==> src/rtl/serial_eq_cmp_amisha_if.sv <==
// Handshake, operand and result bundle for the serial equality comparator.
interface serial_eq_cmp_amisha_if #(
    parameter int unsigned WIDTH = 8
);
    localparam int unsigned CNT_W = $clog2(WIDTH + 1);

    logic             start_amisha;
    logic             abort_amisha;
    logic [WIDTH-1:0] a_amisha;
    logic [WIDTH-1:0] b_amisha;
    logic             i0_amisha;
    logic             i1_amisha;
    logic             busy_amisha;
    logic             done_amisha;
    logic             eq_amisha;
    logic [CNT_W-1:0] mismatch_cnt_amisha;

    modport master (
        output start_amisha, abort_amisha, a_amisha, b_amisha,
        input  i0_amisha, i1_amisha, busy_amisha, done_amisha, eq_amisha, mismatch_cnt_amisha
    );

    modport slave (
        input  start_amisha, abort_amisha, a_amisha, b_amisha,
        output i0_amisha, i1_amisha, busy_amisha, done_amisha, eq_amisha, mismatch_cnt_amisha
    );
endinterface

==> src/rtl/serial_eq_cmp_amisha.sv <==
// Bit-serial word equality comparator: shifts operands LSB first to a 1-bit stage and counts mismatches.
// Optional macro SERIAL_EQ_EARLY_EXIT_EN ends the scan on the first mismatching bit.
module serial_eq_cmp_amisha #(
    parameter int unsigned WIDTH = 8
) (
    input  logic                  clk_amisha,
    input  logic                  rst_n_amisha,
    serial_eq_cmp_amisha_if.slave bus
);
    localparam int unsigned CNT_W = $clog2(WIDTH + 1);
    localparam logic [CNT_W-1:0] LAST = CNT_W'(WIDTH);

    typedef enum logic [1:0] {IDLE, SHIFT, DONE} state_t;

    state_t           state;
    logic [WIDTH-1:0] sh_a;
    logic [WIDTH-1:0] sh_b;
    logic [CNT_W-1:0] idx;
    logic [CNT_W-1:0] cnt;
    logic             i0;
    logic             i1;
    logic             busy;
    logic             done;
    logic             eq;
    logic             early_exit;

`ifdef SERIAL_EQ_EARLY_EXIT_EN
    // The presented pair is the first mismatch: stop scanning on the next edge.
    assign early_exit = (i0 != i1);
`else
    assign early_exit = 1'b0;
`endif

    always_ff @(posedge clk_amisha or negedge rst_n_amisha) begin
        if (!rst_n_amisha) begin
            state <= IDLE;
            sh_a  <= '0;
            sh_b  <= '0;
            idx   <= '0;
            cnt   <= '0;
            i0    <= 1'b0;
            i1    <= 1'b0;
            busy  <= 1'b0;
            done  <= 1'b0;
            eq    <= 1'b0;
        end else begin
            done <= 1'b0;
            case (state)
                IDLE: begin
                    if (bus.start_amisha && !bus.abort_amisha) begin
                        sh_a  <= bus.a_amisha;
                        sh_b  <= bus.b_amisha;
                        idx   <= '0;
                        cnt   <= '0;
                        eq    <= 1'b0;
                        busy  <= 1'b1;
                        state <= SHIFT;
                    end
                end
                SHIFT: begin
                    if (bus.abort_amisha) begin
                        state <= IDLE;
                        busy  <= 1'b0;
                        i0    <= 1'b0;
                        i1    <= 1'b0;
                        eq    <= 1'b0;
                        cnt   <= '0;
                    end else if (idx == LAST || early_exit) begin
                        state <= DONE;
                        busy  <= 1'b0;
                        done  <= 1'b1;
                        eq    <= (cnt == '0);
                        i0    <= 1'b0;
                        i1    <= 1'b0;
                    end else begin
                        // Present bit idx and count it in the same cycle it is shown.
                        i0   <= sh_a[0];
                        i1   <= sh_b[0];
                        sh_a <= sh_a >> 1;
                        sh_b <= sh_b >> 1;
                        idx  <= idx + CNT_W'(1);
                        if (sh_a[0] != sh_b[0] && cnt != LAST) begin
                            cnt <= cnt + CNT_W'(1);
                        end
                    end
                end
                DONE: begin
                    state <= IDLE;
                end
                default: begin
                    state <= IDLE;
                end
            endcase
        end
    end

    assign bus.i0_amisha           = i0;
    assign bus.i1_amisha           = i1;
    assign bus.busy_amisha         = busy;
    assign bus.done_amisha         = done;
    assign bus.eq_amisha           = eq;
    assign bus.mismatch_cnt_amisha = cnt;
endmodule

==> src/flat_wrapper.sv <==
// flat-port wrapper written by rule: the top's interface ports become plain ports
module serial_eq_cmp_amisha_flat 
#(
    parameter int unsigned WIDTH = 8
)
  (clk_amisha, rst_n_amisha, bus_start_amisha, bus_abort_amisha, bus_a_amisha, bus_b_amisha, bus_i0_amisha, bus_i1_amisha, bus_busy_amisha, bus_done_amisha, bus_eq_amisha, bus_mismatch_cnt_amisha);
  serial_eq_cmp_amisha_if #(.WIDTH(WIDTH)) bus_i ();
  input  logic clk_amisha;
  input  logic rst_n_amisha;
  input wire logic [$bits(bus_i.start_amisha)-1:0] bus_start_amisha;
  input wire logic [$bits(bus_i.abort_amisha)-1:0] bus_abort_amisha;
  input wire logic [$bits(bus_i.a_amisha)-1:0] bus_a_amisha;
  input wire logic [$bits(bus_i.b_amisha)-1:0] bus_b_amisha;
  output wire logic [$bits(bus_i.i0_amisha)-1:0] bus_i0_amisha;
  output wire logic [$bits(bus_i.i1_amisha)-1:0] bus_i1_amisha;
  output wire logic [$bits(bus_i.busy_amisha)-1:0] bus_busy_amisha;
  output wire logic [$bits(bus_i.done_amisha)-1:0] bus_done_amisha;
  output wire logic [$bits(bus_i.eq_amisha)-1:0] bus_eq_amisha;
  output wire logic [$bits(bus_i.mismatch_cnt_amisha)-1:0] bus_mismatch_cnt_amisha;
  assign bus_i.start_amisha = bus_start_amisha;
  assign bus_i.abort_amisha = bus_abort_amisha;
  assign bus_i.a_amisha = bus_a_amisha;
  assign bus_i.b_amisha = bus_b_amisha;
  assign bus_i0_amisha = bus_i.i0_amisha;
  assign bus_i1_amisha = bus_i.i1_amisha;
  assign bus_busy_amisha = bus_i.busy_amisha;
  assign bus_done_amisha = bus_i.done_amisha;
  assign bus_eq_amisha = bus_i.eq_amisha;
  assign bus_mismatch_cnt_amisha = bus_i.mismatch_cnt_amisha;
  serial_eq_cmp_amisha #(.WIDTH(WIDTH)) u_core (.clk_amisha(clk_amisha), .rst_n_amisha(rst_n_amisha), .bus(bus_i));
endmodule
==> config.mk <==
export PLATFORM = sky130hd
export DESIGN_NAME = serial_eq_cmp_amisha_flat
export DESIGN_NICKNAME = d
export VERILOG_FILES = /design/src/rtl/serial_eq_cmp_amisha_if.sv /design/src/rtl/serial_eq_cmp_amisha.sv /design/src/flat_wrapper.sv
export SDC_FILE = /design/constraint.sdc
export NUM_CORES = 1
export LEC_CHECK = 0
export ABC_AREA = 1
export BUFFER_PORTS_ARGS = -buffer_cell sky130_fd_sc_hd__clkbuf_2
export CORE_ASPECT_RATIO = 0.6
export CORE_MARGIN = 5
export CORE_UTILIZATION = 40
export DETAILED_ROUTE_END_ITERATION = 12
export GPL_TIMING_DRIVEN = 0
export MAX_ROUTING_LAYER = met4
export SYNTH_ARGS = -nofsm -noshare
export SYNTH_HDL_FRONTEND = slang
export SYNTH_SLANG_ARGS = --single-unit
==> constraint.sdc <==
create_clock -name clk_amisha -period 3 [get_ports clk_amisha]
set_input_delay 0.15 -clock clk_amisha [delete_from_list [all_inputs] [get_ports clk_amisha]]
set_output_delay 0.15 -clock clk_amisha [all_outputs]
set_load 0.01 [all_outputs]
==> results.md <==
- Worst-Skew Late Latency: 280 ps
- R2R depth: 8
- Fmax: 661 MHz
- Synth warn: 0
- Area share of the largest cell type after synthesis: 47.5%
- Vias: 1302
- Fin. Hold Viols: 0
- GR Util All Layers: 13.7%
- Nets: 249
- Site Rows: 18
- R2r startpoint: u_core.idx[0]
- Cells after DPL: 267
- Met3 GRT Util: 4.19%
- Num CTS Buffers: 5
- Min-Delay Path Depth: 3
- Mapped Cells: 189
- Status: complete, no violations
- DIE HEIGHT: 59.5 microns
- Layout fillers: 388
- Mapped Area: 0.00163 sq mm
- GRT met1 Usage: 18.9%
- Setup TNS: 0 ps
- Clock skew: 7.51 ps
- Hold EP: u_core.sh_a[7]
- Total grt overflow: 0
- CP endpoint kind: register
- Largest area contributor in the netlist: dfrtp_1
- CTS tree: built
- CP max FO: 10
- Ranking of synthesized cells by instance count: 52 x nand2_1, 31 x dfrtp_1, 26 x inv_1
- Ratio of cells with drive above 1 in the final layout: 28.8%
- Detail Route Antenna Nets: 0
- RSZ-0062 raised after global routing: false
- Leakage Power: 0.984 nW
- Routability Congestion: 0.737
- Die Width: 92.5 microns
- CP required: 3170 ps
- Register Area: 776 sq um
- Hold_ws: 122 ps
- Number of buffers inserted by port buffering: 28
- Crit path kind: reg2reg
- Initial Utilization: 40.5%
- Slew Limit Fails: 0
- DP Area: 0.00184 sq mm
- CP Launch Type: register
- Yosys cell types: 23
- Pwr Density: 670 mW/mm^2
- Critical Path AT: 1680 ps
- Antenna diodes: 0
- Crit share post-route: 50.4%
- Antenna violations before repair: 0
- Drc violations: 0
- Global-route wire length before repair: 5.50 mm
- DRT iter0 DRCs: 65
- CTS Sinks: 31
- IO Count: 29
- Clock Path Buffers: 2
- Area Overhead vs Synth: 19.2%
- Syn avg cell area: 8.64 sq um
- Final Worst Setup Slack: 1490 ps
- Wirelength per Cell: 12.1 microns
- Relative slew slack: 48.0%
- Worst Max-Slew Pin Slew: 779 ps
- Post-Route WL: 3.35 mm
- Largest net degree at the start of global routing: 32
- FFs w/ async S/R, synth: 100%
- Final setup viols: 0
- Final Non-Filler Cells: 276
- 1st-pass router iterations: 4
- Post-CTS Resized: 0
- Number of enable flip-flop cells after synthesis: 0
- Core Area: 0.00403 sq mm
- Clock-pin transition on the worst setup and hold timing paths: 60 ps
- Syn_nets: 213
- Worst hold-check path type: in2reg
- Worst R2R End: u_core.sh_a[2]
- Area occupied by multi-input gates: 701 sq um
- Most frequent cell after synthesis: nand2_1
- Main area contributors after synthesis: dfrtp_1 48%, nand2_1 12%, o21ai_2 9.7%
- Prevailing post-synth register cell: dfrtp_1
- Final min period: 1510 ps
- Setup slack after placement: 1480 ps
- Die ar.: 0.00550 sq mm
- R2R setup slack: 1490 ps
- Max H-tree Level: 2
- Worst hold path startpoint: bus_a_amisha[7]
- Max-Cap Viols: 0
- Maximum VDD drop: 0.214 mV
- Clock Tree Root: clkbuf_8
- Met2 usage: 18.7%
- Post-route cell area: 0.00195 sq mm
- Vias in the first global route: 1165
- Detailed Place HPWL: 2.42 mm
- Busiest layer in global routing: met1
- Sequential cell area fraction in the yosys report: 47.5%
- Vias per inst: 4.72
- Yosys reg bits: 31
[placed cells by master, fill, tap and decap left out, drive strengths merged]
master        n
buf           5
clkbuf       37
dfrtp        31
dlygate4sd3   1
ha            4
inv          27
nand2        56
nand3        13
nand3b        1
nand4         3
nor2          8
o21ai        36
o22ai         1
xnor2         2
xor2          1
[critical path, stage by stage, from the launching register on]
cell,delay [ps]
dfrtp_1,400
inv_1,120
ha_1,160
nand3_1,160
nand2_4,190
nand2_8,100
buf_8,160
nand2_1,70
o21ai_2,50
[where the power goes]
part | switching, mW | internal, mW
sequential | 0.0464 | 0.518
clock | 0.151 | 0.209
combinational | 0.228 | 0.150
[final cells by class]
cell class | instances | area share [%]
sequential | 31 | 39.9
clock buffer | 8 | 5.14
multi-input combinational | 125 | 36.0
inverter | 27 | 5.21
tap | 50 | 3.22
buffer | 6 | 2.83
timing repair buffer | 29 | 7.72
[registers in the layout (all words and copies together) (netlist names)]
name                            flops
u_core.bus.done_amisha              1
u_core.bus.i1_amisha                1
u_core.bus.busy_amisha              1
u_core.bus.i0_amisha                1
u_core.sh_b                         8
u_core.sh_a                         8
u_core.bus.eq_amisha                1
u_core.idx                          4
u_core.bus.mismatch_cnt_amisha      4
u_core.state                        2
[per-layer routing]
metal  vias to the layer above  part of all wire (%)
li1                        672                     -
met1                       595                    53
met2                        28                    41
met3                         7                   4.5
met4                         0                   1.4
met5                         -                     0
[worst max-delay path by stage]
stage                              from             end  slack (ps)
after floorplan           u_core.idx[0]  u_core.sh_a[0]        1640
after global placement    u_core.idx[0]  u_core.sh_b[5]        1490
after detailed placement  u_core.idx[0]  u_core.sh_b[5]        1480
after CTS                 u_core.idx[0]  u_core.sh_a[0]        1480
after global routing      u_core.idx[0]  u_core.sh_b[5]        1380
final                     u_core.idx[0]  u_core.sh_a[2]        1490
[cells by family after synthesis]
logic type / count (synthesis) / synth area share, %
AOI/OAI and AO/OA: 37 / 15.6
xor gates and xnor gates: 3 / 1.61
adders and majority gates: 4 / 3.07
buffers and inverters: 33 / 9.58
DFF: 31 / 47.5
and+or+nand+nor: 81 / 22.7
[what timing repair did]
action / CTS / global route
setup buffers: 0 / 0
hold buffers: 1 / 0
hold endpoints to repair: 31 / 0
[through the flow]
step	utilization (%)	power, mW
after floorplan	-	0.850
after global placement	45.5	0.945
after detailed placement	45.5	0.952
after CTS	48.3	1.32
after global routing	48.3	1.40
final	48.3	1.30
Note: power is estimated with default switching activity, not from simulation.
